==> config.mk <==
export PLATFORM = sky130hd
export DESIGN_NAME = sound_event_arbiter
export DESIGN_NICKNAME = d
export VERILOG_FILES = /design/src/rtl/sound_event_arbiter.sv
export SDC_FILE = /design/constraint.sdc
export NUM_CORES = 1
export LEC_CHECK = 0
export BUFFER_PORTS_ARGS = -buffer_cell sky130_fd_sc_hd__buf_4
export CAP_MARGIN = 5
export CELL_PAD_IN_SITES_DETAIL_PLACEMENT = 0
export CELL_PAD_IN_SITES_GLOBAL_PLACEMENT = 1
export CORE_AREA = 3 3 84 86
export CTS_CLUSTER_DIAMETER = 60
export DETAILED_ROUTE_END_ITERATION = 10
export DIE_AREA = 0 0 87 89
export PLACE_DENSITY = 0.83
export SYNTH_ARGS = -nofsm -noshare
export SYNTH_HDL_FRONTEND = slang
export SYNTH_SLANG_ARGS = --single-unit
==> constraint.sdc <==
create_clock -name clk -period 3.77 [get_ports clk]
set_input_delay 0.754 -clock clk [delete_from_list [all_inputs] [get_ports clk]]
set_output_delay 0.754 -clock clk [all_outputs]
set_load 0.005 [all_outputs]
==> src/rtl/sound_event_arbiter.sv <==
// Sound-event arbiter: latches one-cycle event requests, grants them one at a time by
// fixed priority to the shared tone generator, and times each tone plus its silence gap.
module sound_event_arbiter #(
  parameter int unsigned  DUR_WALL  = 32'd1_500_000,
  parameter int unsigned  DUR_HIT   = 32'd3_000_000,
  parameter int unsigned  DUR_SCORE = 32'd10_000_000,
  parameter int unsigned  DUR_OVER  = 32'd25_000_000,
  parameter int unsigned  GAP       = 32'd500_000,
  parameter logic [17:0]  HP_WALL   = 18'd113636,
  parameter logic [17:0]  HP_HIT    = 18'd56818,
  parameter logic [17:0]  HP_SCORE  = 18'd37878,
  parameter logic [17:0]  HP_OVER   = 18'd151515
) (
  input  logic        clk,
  input  logic        rst,
  input  logic        req_wall,
  input  logic        req_hit,
  input  logic        req_score,
  input  logic        req_over,
  input  logic        mute,
  input  logic        bgm_en,
  output logic        tone_en,
  output logic [17:0] tone_halfper,
  output logic [1:0]  active_id,
  output logic        busy,
  output logic        bgm_gate
);

  typedef enum logic [1:0] {
    IDLE = 2'd0,
    PLAY = 2'd1,
    GAP_ST = 2'd2
  } state_t;

  state_t      state, state_next;
  logic [3:0]  pending, pending_next;
  logic [31:0] counter, counter_next;
  logic        tone_en_next;
  logic [17:0] halfper_next;
  logic [1:0]  id_next;
  logic        busy_next;
  logic        bgm_gate_next;

  logic [3:0]  reqs;
  logic [3:0]  pend_req;
  logic        has_req;
  logic [1:0]  top_id;
  logic        grant;

  function automatic logic [31:0] dur_load(input logic [1:0] id);
    case (id)
      2'd0:    dur_load = DUR_WALL - 32'd1;
      2'd1:    dur_load = DUR_HIT - 32'd1;
      2'd2:    dur_load = DUR_SCORE - 32'd1;
      2'd3:    dur_load = DUR_OVER - 32'd1;
      default: dur_load = 32'd0;
    endcase
  endfunction

  function automatic logic [17:0] hp_of(input logic [1:0] id);
    case (id)
      2'd0:    hp_of = HP_WALL;
      2'd1:    hp_of = HP_HIT;
      2'd2:    hp_of = HP_SCORE;
      2'd3:    hp_of = HP_OVER;
      default: hp_of = 18'd0;
    endcase
  endfunction

  // Merge new requests into pending and pick the highest-priority candidate
  always_comb begin
    reqs     = mute ? 4'b0000 : {req_over, req_score, req_hit, req_wall};
    pend_req = pending | reqs;
    has_req  = |pend_req;
    if (pend_req[3])      top_id = 2'd3;
    else if (pend_req[2]) top_id = 2'd2;
    else if (pend_req[1]) top_id = 2'd1;
    else                  top_id = 2'd0;
  end

  // Next-state and next-output logic
  always_comb begin
    state_next    = state;
    pending_next  = pend_req;
    counter_next  = counter;
    tone_en_next  = tone_en;
    halfper_next  = tone_halfper;
    id_next       = active_id;
    grant         = 1'b0;

    case (state)
      IDLE: begin
        if (has_req) grant = 1'b1;
        else         state_next = IDLE;
      end
      PLAY: begin
        // A strictly higher-priority request cuts the current tone short, even on its last cycle
        if (has_req && (top_id > active_id)) begin
          grant = 1'b1;
        end else if (counter == 32'd0) begin
          state_next   = GAP_ST;
          counter_next = GAP - 32'd1;
          tone_en_next = 1'b0;
          halfper_next = 18'd0;
          id_next      = 2'd0;
        end else begin
          counter_next = counter - 32'd1;
        end
      end
      GAP_ST: begin
        if (counter == 32'd0) begin
          if (has_req) grant = 1'b1;
          else         state_next = IDLE;
        end else begin
          counter_next = counter - 32'd1;
        end
      end
      default: begin
        state_next = IDLE;
      end
    endcase

    if (mute) begin
      state_next   = IDLE;
      pending_next = 4'b0000;
      counter_next = 32'd0;
      tone_en_next = 1'b0;
      halfper_next = 18'd0;
      id_next      = 2'd0;
    end else if (grant) begin
      state_next   = PLAY;
      pending_next = pend_req & ~(4'b0001 << top_id);
      counter_next = dur_load(top_id);
      tone_en_next = 1'b1;
      halfper_next = hp_of(top_id);
      id_next      = top_id;
    end else begin
      pending_next = pend_req;
    end

    busy_next     = (state_next != IDLE);
    bgm_gate_next = bgm_en & ~busy_next & ~mute;
  end

  // State, pending and output registers
  always_ff @(posedge clk) begin
    if (rst) begin
      state        <= IDLE;
      pending      <= 4'b0000;
      counter      <= 32'd0;
      tone_en      <= 1'b0;
      tone_halfper <= 18'd0;
      active_id    <= 2'd0;
      busy         <= 1'b0;
      bgm_gate     <= 1'b0;
    end else begin
      state        <= state_next;
      pending      <= pending_next;
      counter      <= counter_next;
      tone_en      <= tone_en_next;
      tone_halfper <= halfper_next;
      active_id    <= id_next;
      busy         <= busy_next;
      bgm_gate     <= bgm_gate_next;
    end
  end

endmodule

## Word-level counts from Yosys, hierarchy flattened

Cells that the tools add are included.

- Flip-flop bits (word level): 61
- Input bits: 8

- Multiplexer cells: 35
- Bitwise logic cells: 7
- Order comparisons: 1
- Add/sub/neg operators: 1
- Shifts and indexed selects: 1
- Equal/unequal tests: 8
- Reductions and logical operators: 12

Operators with widths:

| kind | number |
|---|---|
| $mux W32 | 4 |
| $pmux W32 S4 | 1 |
| $mux W18 | 4 |
| $pmux W18 S4 | 1 |
| $pmux W32 S2 | 1 |
| $logic_not A32 Y1 | 1 |
| $sub A32 B1 Y32 const B | 1 |
| $mux W2 | 12 |
| $mux W1 | 8 |
| $mux W4 | 2 |
| $eq A2 B2 Y1 const B | 3 |
| $ne A3 B3 Y1 const B | 2 |
| $pmux W2 S3 | 1 |
| $reduce_and A3 Y1 | 2 |
| $reduce_bool A2 Y1 | 3 |
| $and A4 B4 Y4 | 1 |
| $eq A2 B1 Y1 const B | 2 |
| $logic_not A2 Y1 | 2 |
| $not A4 Y4 | 1 |
| $or A4 B4 Y4 | 1 |
| $reduce_or A4 Y1 | 1 |
| $shl A1 B2 Y4 const A | 1 |
| $pmux W1 S3 | 1 |
| $reduce_bool A3 Y1 | 1 |
| 6 further kinds | 8 |

## Depth between registers and ports, before layout

Gate-level depths: netlist (run 1).

- Word-level depth: 15
- Mapped depth: 14

## Worst setup path after synthesis (run 1)

No wires, ideal clock.

- Path kind: input to register
- From: input req_score
- To: register counter[8]
- Arrival: 2.983 ns
- Setup time: 0.116 ns
- Path buffers: 1
- Setup slack: 0.671 ns
- Stages on the path: 10
- Cells stage by stage: nor2_1 -> o21ai_0 -> ha_1 -> nor2b_1 -> o21ai_1 -> a21oi_1 -> o2bb2ai_1 -> clkbuf_1 -> a21oi_1 -> o211a_1

- Cells in the longest elaborated chain, start to end: 10
- Elaborated cells on any way between the ends: 21
- Classes of those cells: order compare (1); eq/ne (5); mux (9); bitwise (1); reduce/logical (5)

Ends and longest elaborated chain:

| item | RTL line | RTL |
|---|---|---|
| from (decl) | 18 | `input logic req_score,` |
| $mux W4 * | 72 | `reqs = mute ? 4'b0000 : {req_over, req_score, req_hit, req_wall};` |
| $or A4 B4 Y4 * | 73 | `pend_req = pending \| reqs;` |
| $mux W2 | 76 | `else if (pend_req[2]) top_id = 2'd2;` |
| $mux W2 | 75 | `if (pend_req[3]) top_id = 2'd3;` |
| $gt A2 B2 Y1 | 98 | `if (has_req && (top_id > active_id)) begin` |
| $logic_and A1 B1 Y1 | 98 |  |
| $mux W1 | 98 |  |
| $pmux W1 S3 | 91 | `case (state)` |
| $ne A3 B3 Y1 (no line) or $reduce_bool A3 Y1 (tied branches) | -- |  |
| $reduce_and A3 Y1 (no line) | -- |  |
| to (signal assigned) | 159 | `counter <= counter_next;` |
| to (decl) | 37 | `logic [31:0] counter, counter_next;` |

Mark *: on every way between the ends. The rest lies on a longest branch, timed or not. The select of a mux whose other input is x is not followed.
A chain may end at the register's enable or synchronous reset.

## Worst setup path in the final report (run 1)

- From: register counter[25]
- To: register counter[29]

- Cells in the longest elaborated chain, start to end: 5
- Elaborated cells on any way between the ends: 13
- Classes of those cells: add/sub (1); eq/ne (2); mux (7); reduce/logical (3)

Ends and longest elaborated chain:

| item | RTL line |
|---|---|
| $sub A32 B1 Y32 or $logic_not A32 Y1 (tied branches) | -- |
| $mux W32 or $mux W1 (tied branches) | 100, 111 |
| $mux W32 or $pmux W1 S3 (tied branches) | 98, 91 |
| $pmux W32 S2, or another cell as far along | 91 |
| $mux W32 or $reduce_and A3 Y1 (tied branches) | -- |

Several ways; a longest one is shown, not always the timed one. The select of a mux whose other input is x is not followed.

==> results.toml, run 1 <==
[run_status]
status = "complete, no violations"

[timing]
slew_headroom_pct = 55.9
setup_ws_ps = 700
drv_slew = 0
worstMarginPinSlew_ps = 662
skew_ps = 11.8
timing.fmax_ghz = 0.326
setup_viol = 0
rsz0062_at_grt = "false"
period_needed_ps = 3070
fin_crit_sh_pct = 81.4
tns_ps = 0
finalHoldViolCount = 0

[critical_path]
regToRegSetupSlack_ps = 700
end_kind = "register"
worstPathMaxFanout = 15
crit_top_cell = "nand2_1"
crit_type = "reg -> reg"
slowest_stage = "or4_1"
cp.arrival_ps = 3310
reg2reg_depth = 7
reg2reg_to = "counter[29]"
cpPeakStageDelay_ps = 610
crit_chain = "or4_1, nor3_2, and3_1, o221ai_4, nand2_1, nand2_1, a21oi_1"
rr_startpoint = "counter[25]"
crit_required_ps = 4010
start_kind = "register"

[yosys]
synth_nets = 356
synthTopCellsByArea = "dfxtp_1 (37%), a21oi_1 (7.6%), nor2_1 (4.3%)"
ys_seq_area_share_pct = 36.8
postSynthAreaPerCell_sq_um = 8.19
yosysTopAreaCell = "dfxtp_1"
ys_dominant_reg_cell = "dfxtp_1"
synthCells = 339
ys_types = 59
yosysWarnings = 0
syn_area_sq_um = 2780
synth_edf_count = 0
synth-async-reset-ratio_pct = 0
synthDominantCellAreaShare_pct = 36.8
ys_ff_latch = 51

[grt]
antenna_found_initial = 0
grt_overflow = 0
grt_usage_pct = 19.8
grt_pass1_vias = 2438
busiest_layer = "met2"
grt_util_met1_pct = 26.0
grt_max_degree = 34
grtUsageMet2_pct = 33.9
grt_pass1_wl_um = 12100
met3_usage_pct = 3.41

[min_path]
min_to = "tone_halfper[14]"
hold_depth = 2
min_from = "tone_halfper[14]"
min-delay-path-class = "reg -> reg"

[clock_network]
clk_latency_ps = 310
cts_tree = "built"
clockRootBuffer = "clkbuf_8"
cts_setup_buffers = 0
clkSlewWorstSetupHoldPaths_ps = 90
cts_buffer_depth = 2
cts.repair.resized = 0
cts_hold_buf = 0
cts_inserted_buffers = 5
cts.sinks = 51
htree_levels = 2

[layout]
finalNetCount = 378
antenna_cells = 0
layout-drive-gt1-share_pct = 17.4
final_common_cell = "dfxtp_1"
area_growth_pct = 13.1
multi_input_area_sq_um = 1560
seqCellArea_sq_um = 1020
fillCellCount = 631
final_cell_mix = "dfxtp_1 (51), buf_4 (43), a21oi_1 (41)"

[placement]
place_congestion = 0.865
dp_hpwl_um = 5130
port_buffers = 30
dpl_worst_slack_ps = 426

[drt]
via_per_inst = 5.94
vias = 2607
avgRoutedWirePerCell_um = 16.8
drc = 0
antenna_left = 0
dr.pass1.iters = 4
drt-total-wl_um = 7370
drt_iter0_drc = 217

[die]
die_h_um = 89
die_w_um = 87
rows = 29
coreArea_sq_um = 6350
initial_utilization_pct = 43.7
die-area_sq_um = 7740
pin_count = 31

[flow_run]
cap_violations = 0

[pwr]
powerDensity_nw_per_um2 = 471
power.leakage_nw = 1.23
ir_drop_v = 0.000216
-- final cells by class --
class                           instances  share of cell area, %
Multi-Input combinational cell        249                   49.8
Tap cell                               77                   3.07
Clock buffer                            7                   2.75
Timing Repair Buffer                   43                   10.3
Clock inverter                          1                  0.279
Sequential cell                        51                   32.5
Inverter                               11                   1.32
-- metal layers --
| layer | vias up | share of wire, % |
|---|---|---|
| met4 | 0 | 0.56 |
| li1 | 1285 | - |
| met5 | - | 0 |
| met3 | 4 | 5.2 |
| met2 | 67 | 48 |
| met1 | 1251 | 46 |
-- flip-flops by register name, indices dropped and copies added (netlist names) --
register      count
state             2
bgm_gate          1
counter          32
busy              1
tone_halfper      9
active_id         2
pending           4
-- cells in the mapped netlist, types with 5 or more instances --
cell,number
dfxtp_1,51
a21oi_1,42
nor2_1,32
nand2_1,26
o21ai_1,15
buf_4,12
nor3_1,12
clkbuf_1,11
inv_1,11
o21ai_0,11
ha_1,9
xor2_1,6
a22oi_1,5
a31oi_1,5
a32oi_1,5
or4_1,5
-- through the flow --
step / instances / utilization, % / power, W / hold WS [ps] / area (sq um)
finish: 439 / 49.4 / 0.00148 / 492 / 3140
global route: 439 / 49.4 / 0.00157 / 510 / 3140
CTS: 439 / 49.4 / 0.00148 / 491 / 3140
detailed placement: 431 / 47.9 / 0.00114 / 472 / 3040
global placement: 431 / 47.9 / 0.00114 / 466 / 3040
floorplan: 339 / - / 0.000986 / 453 / 2780
-- power breakdown --
group	internal [W]	switching (W)	total (W)
logic	0.000207	0.000312	0.000519
registers	0.000576	0.0000410	0.000617
clock network	0.000151	0.000192	0.000343
-- worst max-delay path by stage --
| stage | slack (ps) | start | end |
|---|---|---|---|
| after detailed placement | 430 | mute | counter[27] |
| after global routing | 390 | counter[0] | counter[29] |
| after floorplan | 670 | req_score | counter[8] |
| after global placement | 520 | mute | counter[28] |
| final | 700 | counter[25] | counter[29] |
| after CTS | 700 | counter[0] | counter[27] |
-- logic make-up (layout without fill, tap and decap cells) --
logic type	count (synthesis)	after routing	share of synthesized area, %
AO/OA/AOI/OAI	118	118	27.5
flip-flops	51	51	36.8
adder cells (fa/ha/maj)	9	9	4.06
buffers and inverters	39	62	7.08
XOR/XNOR	6	6	1.89
AND/OR/NAND/NOR	116	116	22.7
-- worst max-delay path: cells and delay by family (launching register included) --
family,cells,cell delay [ps]
and+or+nand+nor,5,2200
AOI/OAI and AO/OA,2,430
DFF,1,360
No activity file was read; power rests on OpenSTA's default activity.
==> run 2: changes to the inputs <==
--- a/config.mk
+++ b/config.mk
@@ -9,11 +9,11 @@
 export CAP_MARGIN = 5
 export CELL_PAD_IN_SITES_DETAIL_PLACEMENT = 0
 export CELL_PAD_IN_SITES_GLOBAL_PLACEMENT = 1
-export CORE_AREA = 3 3 84 86
+export CORE_AREA = 3 3 89 91
 export CTS_CLUSTER_DIAMETER = 60
 export DETAILED_ROUTE_END_ITERATION = 10
-export DIE_AREA = 0 0 87 89
-export PLACE_DENSITY = 0.83
+export DIE_AREA = 0 0 92 94
+export PLACE_DENSITY = 0.78
 export SYNTH_ARGS = -nofsm -noshare
 export SYNTH_HDL_FRONTEND = slang
 export SYNTH_SLANG_ARGS = --single-unit
==> constraint.sdc (replaced) <==
create_clock -name clk -period 2.6 [get_ports clk]
set_input_delay 0.52 -clock clk [delete_from_list [all_inputs] [get_ports clk]]
set_output_delay 0.52 -clock clk [all_outputs]
set_load 0.005 [all_outputs]
==> results.toml, run 2 (synthesis results as in run 1) <==
[run_status]
status = "complete, no violations"

[drt]
vias = 2789
avgRoutedWirePerCell_um = 15.6
drt_iter0_drc = 174
via_per_inst = 5.53
drt-total-wl_um = 7860
antenna_left = 0
dr.pass1.iters = 5
drc = 0

[clock_network]
cts.sinks = 51
cts_setup_buffers = 0
cts_tree = "built"
cts_hold_buf = 0
clk_latency_ps = 310
clockRootBuffer = "clkbuf_8"
cts_inserted_buffers = 5
cts_buffer_depth = 2
clkSlewWorstSetupHoldPaths_ps = 100
htree_levels = 2

[die]
coreArea_sq_um = 7210
initial_utilization_pct = 38.5
die-area_sq_um = 8650
die_h_um = 94
rows = 31
die_w_um = 92
pin_count = 31

[critical_path]
crit_chain = "inv_1, ha_1, nor3b_2, buf_4, and4_1, and3_4, o221a_4, or4_1, a41oi_2"
cp.arrival_ps = 2670
path_buf_inv = 2
crit_type = "reg -> reg"
cpPeakStageDelay_ps = 560
crit_required_ps = 2840
start_kind = "register"
end_kind = "register"
worstPathMaxFanout = 7
crit_family = "simple AND/OR/NAND/NOR gates"
slowest_stage = "or4_1"

[grt]
met3_usage_pct = 4.41
grt_usage_pct = 18.6
grt_pass1_vias = 2715
grt_max_degree = 34
grt_pass1_wl_um = 12800
busiest_layer = "met2"
grt_overflow = 0
grtUsageMet2_pct = 31.0
grt_util_met1_pct = 23.1
antenna_found_initial = 0

[layout]
area_growth_pct = 28.5
top_regs = "counter x32, tone_halfper x9, pending x4"
antenna_cells = 0
seqCellArea_sq_um = 1020
largest_reg_flops = 32
multi_input_area_sq_um = 1600
final_cells = 504
fillCellCount = 733
finalNetCount = 421
final_common_cell = "buf_4"
layout-drive-gt1-share_pct = 27.9
top_register = "counter"
final_cell_mix = "buf_4 (82), dfxtp_1 (51), a21oi_1 (41)"

[placement]
place_congestion = 0.868
dp.cells = 496
dp_hpwl_um = 5870
dpl_worst_slack_ps = -89.9
port_buffers = 30

[timing]
finalHoldViolCount = 0
setup_ws_ps = 166
timing.fmax_ghz = 0.411
rsz0062_at_grt = "false"
setup_viol = 0
worstMarginPinSlew_ps = 714
period_needed_ps = 2430
drv_slew = 0
fin_crit_sh_pct = 93.6
skew_ps = 7.19
slew_headroom_pct = 52.4

[min_path]
min-delay-path-class = "in -> reg"

[flow_run]
cap_violations = 0

[pwr]
powerDensity_nw_per_um2 = 652
ir_drop_v = 0.000299
power.leakage_nw = 1.46
p_total_w = 0.00233
## run 2: cell count changes in the layout (fill, tap and decap cells not counted), sizes merged
cell,before,now
inv,11,12
buf,43,86
clkinv,1,2
clkbuf,7,5
## run 2: per-layer routing
| layer | vias up | part of all wire, % | wire length, um |
|---|---|---|---|
| met2 | 89 | 45 | 3540 |
| li1 | 1382 | - | - |
| met1 | 1298 | 46 | 3630 |
| met5 | - | 0 | 0 |
| met4 | 0 | 2.9 | 224 |
| met3 | 20 | 5.9 | 462 |
## run 2: final cells by class
cell class,count,share of cell area (%)
Clock buffer,5,1.93
Clock inverter,3,0.526
Inverter,11,1.16
Multi-Input combinational cell,249,44.8
Sequential cell,51,28.6
Tap cell,99,3.47
Timing Repair Buffer,86,19.5
## run 2: repair_timing
action,4_1_cts,5_1_grt
setup endpoints to repair,1,39
pin swaps,0,3
resized for setup,1,7
## run 2: per-stage QoR
step	instance area [sq um]	setup TNS (ps)	hold WS, ps	utilization (%)
2_1_floorplan	2780	-39.8	453	-
3_3_place_gp	3450	-194	462	47.8
4_1_cts	3540	0	372	49.1
3_5_place_dp	3450	-1390	469	47.8
5_1_grt	3570	0	375	49.5
6_report	3570	0	379	49.5
## run 2: final timing paths
| check | start | slack, ps | depth (start not counted) | endpoint |
|---|---|---|---|---|
| hold / removal | rst | 380 | 2 | state[0] |
| hold reg to reg | tone_halfper[14] | 480 | 2 | tone_halfper[14] |
| setup / recovery | counter[1] | 170 | 9 | counter[22] |
| setup reg to reg | counter[1] | 170 | 9 | counter[22] |
## run 2: power by group
group          internal (W)  switching [W]  total (W)  leakage, nW
Sequential         0.000835      0.0000542   0.000890        0.416
Combinational      0.000461       0.000507   0.000968         1.00
Clock              0.000190       0.000279   0.000470       0.0483
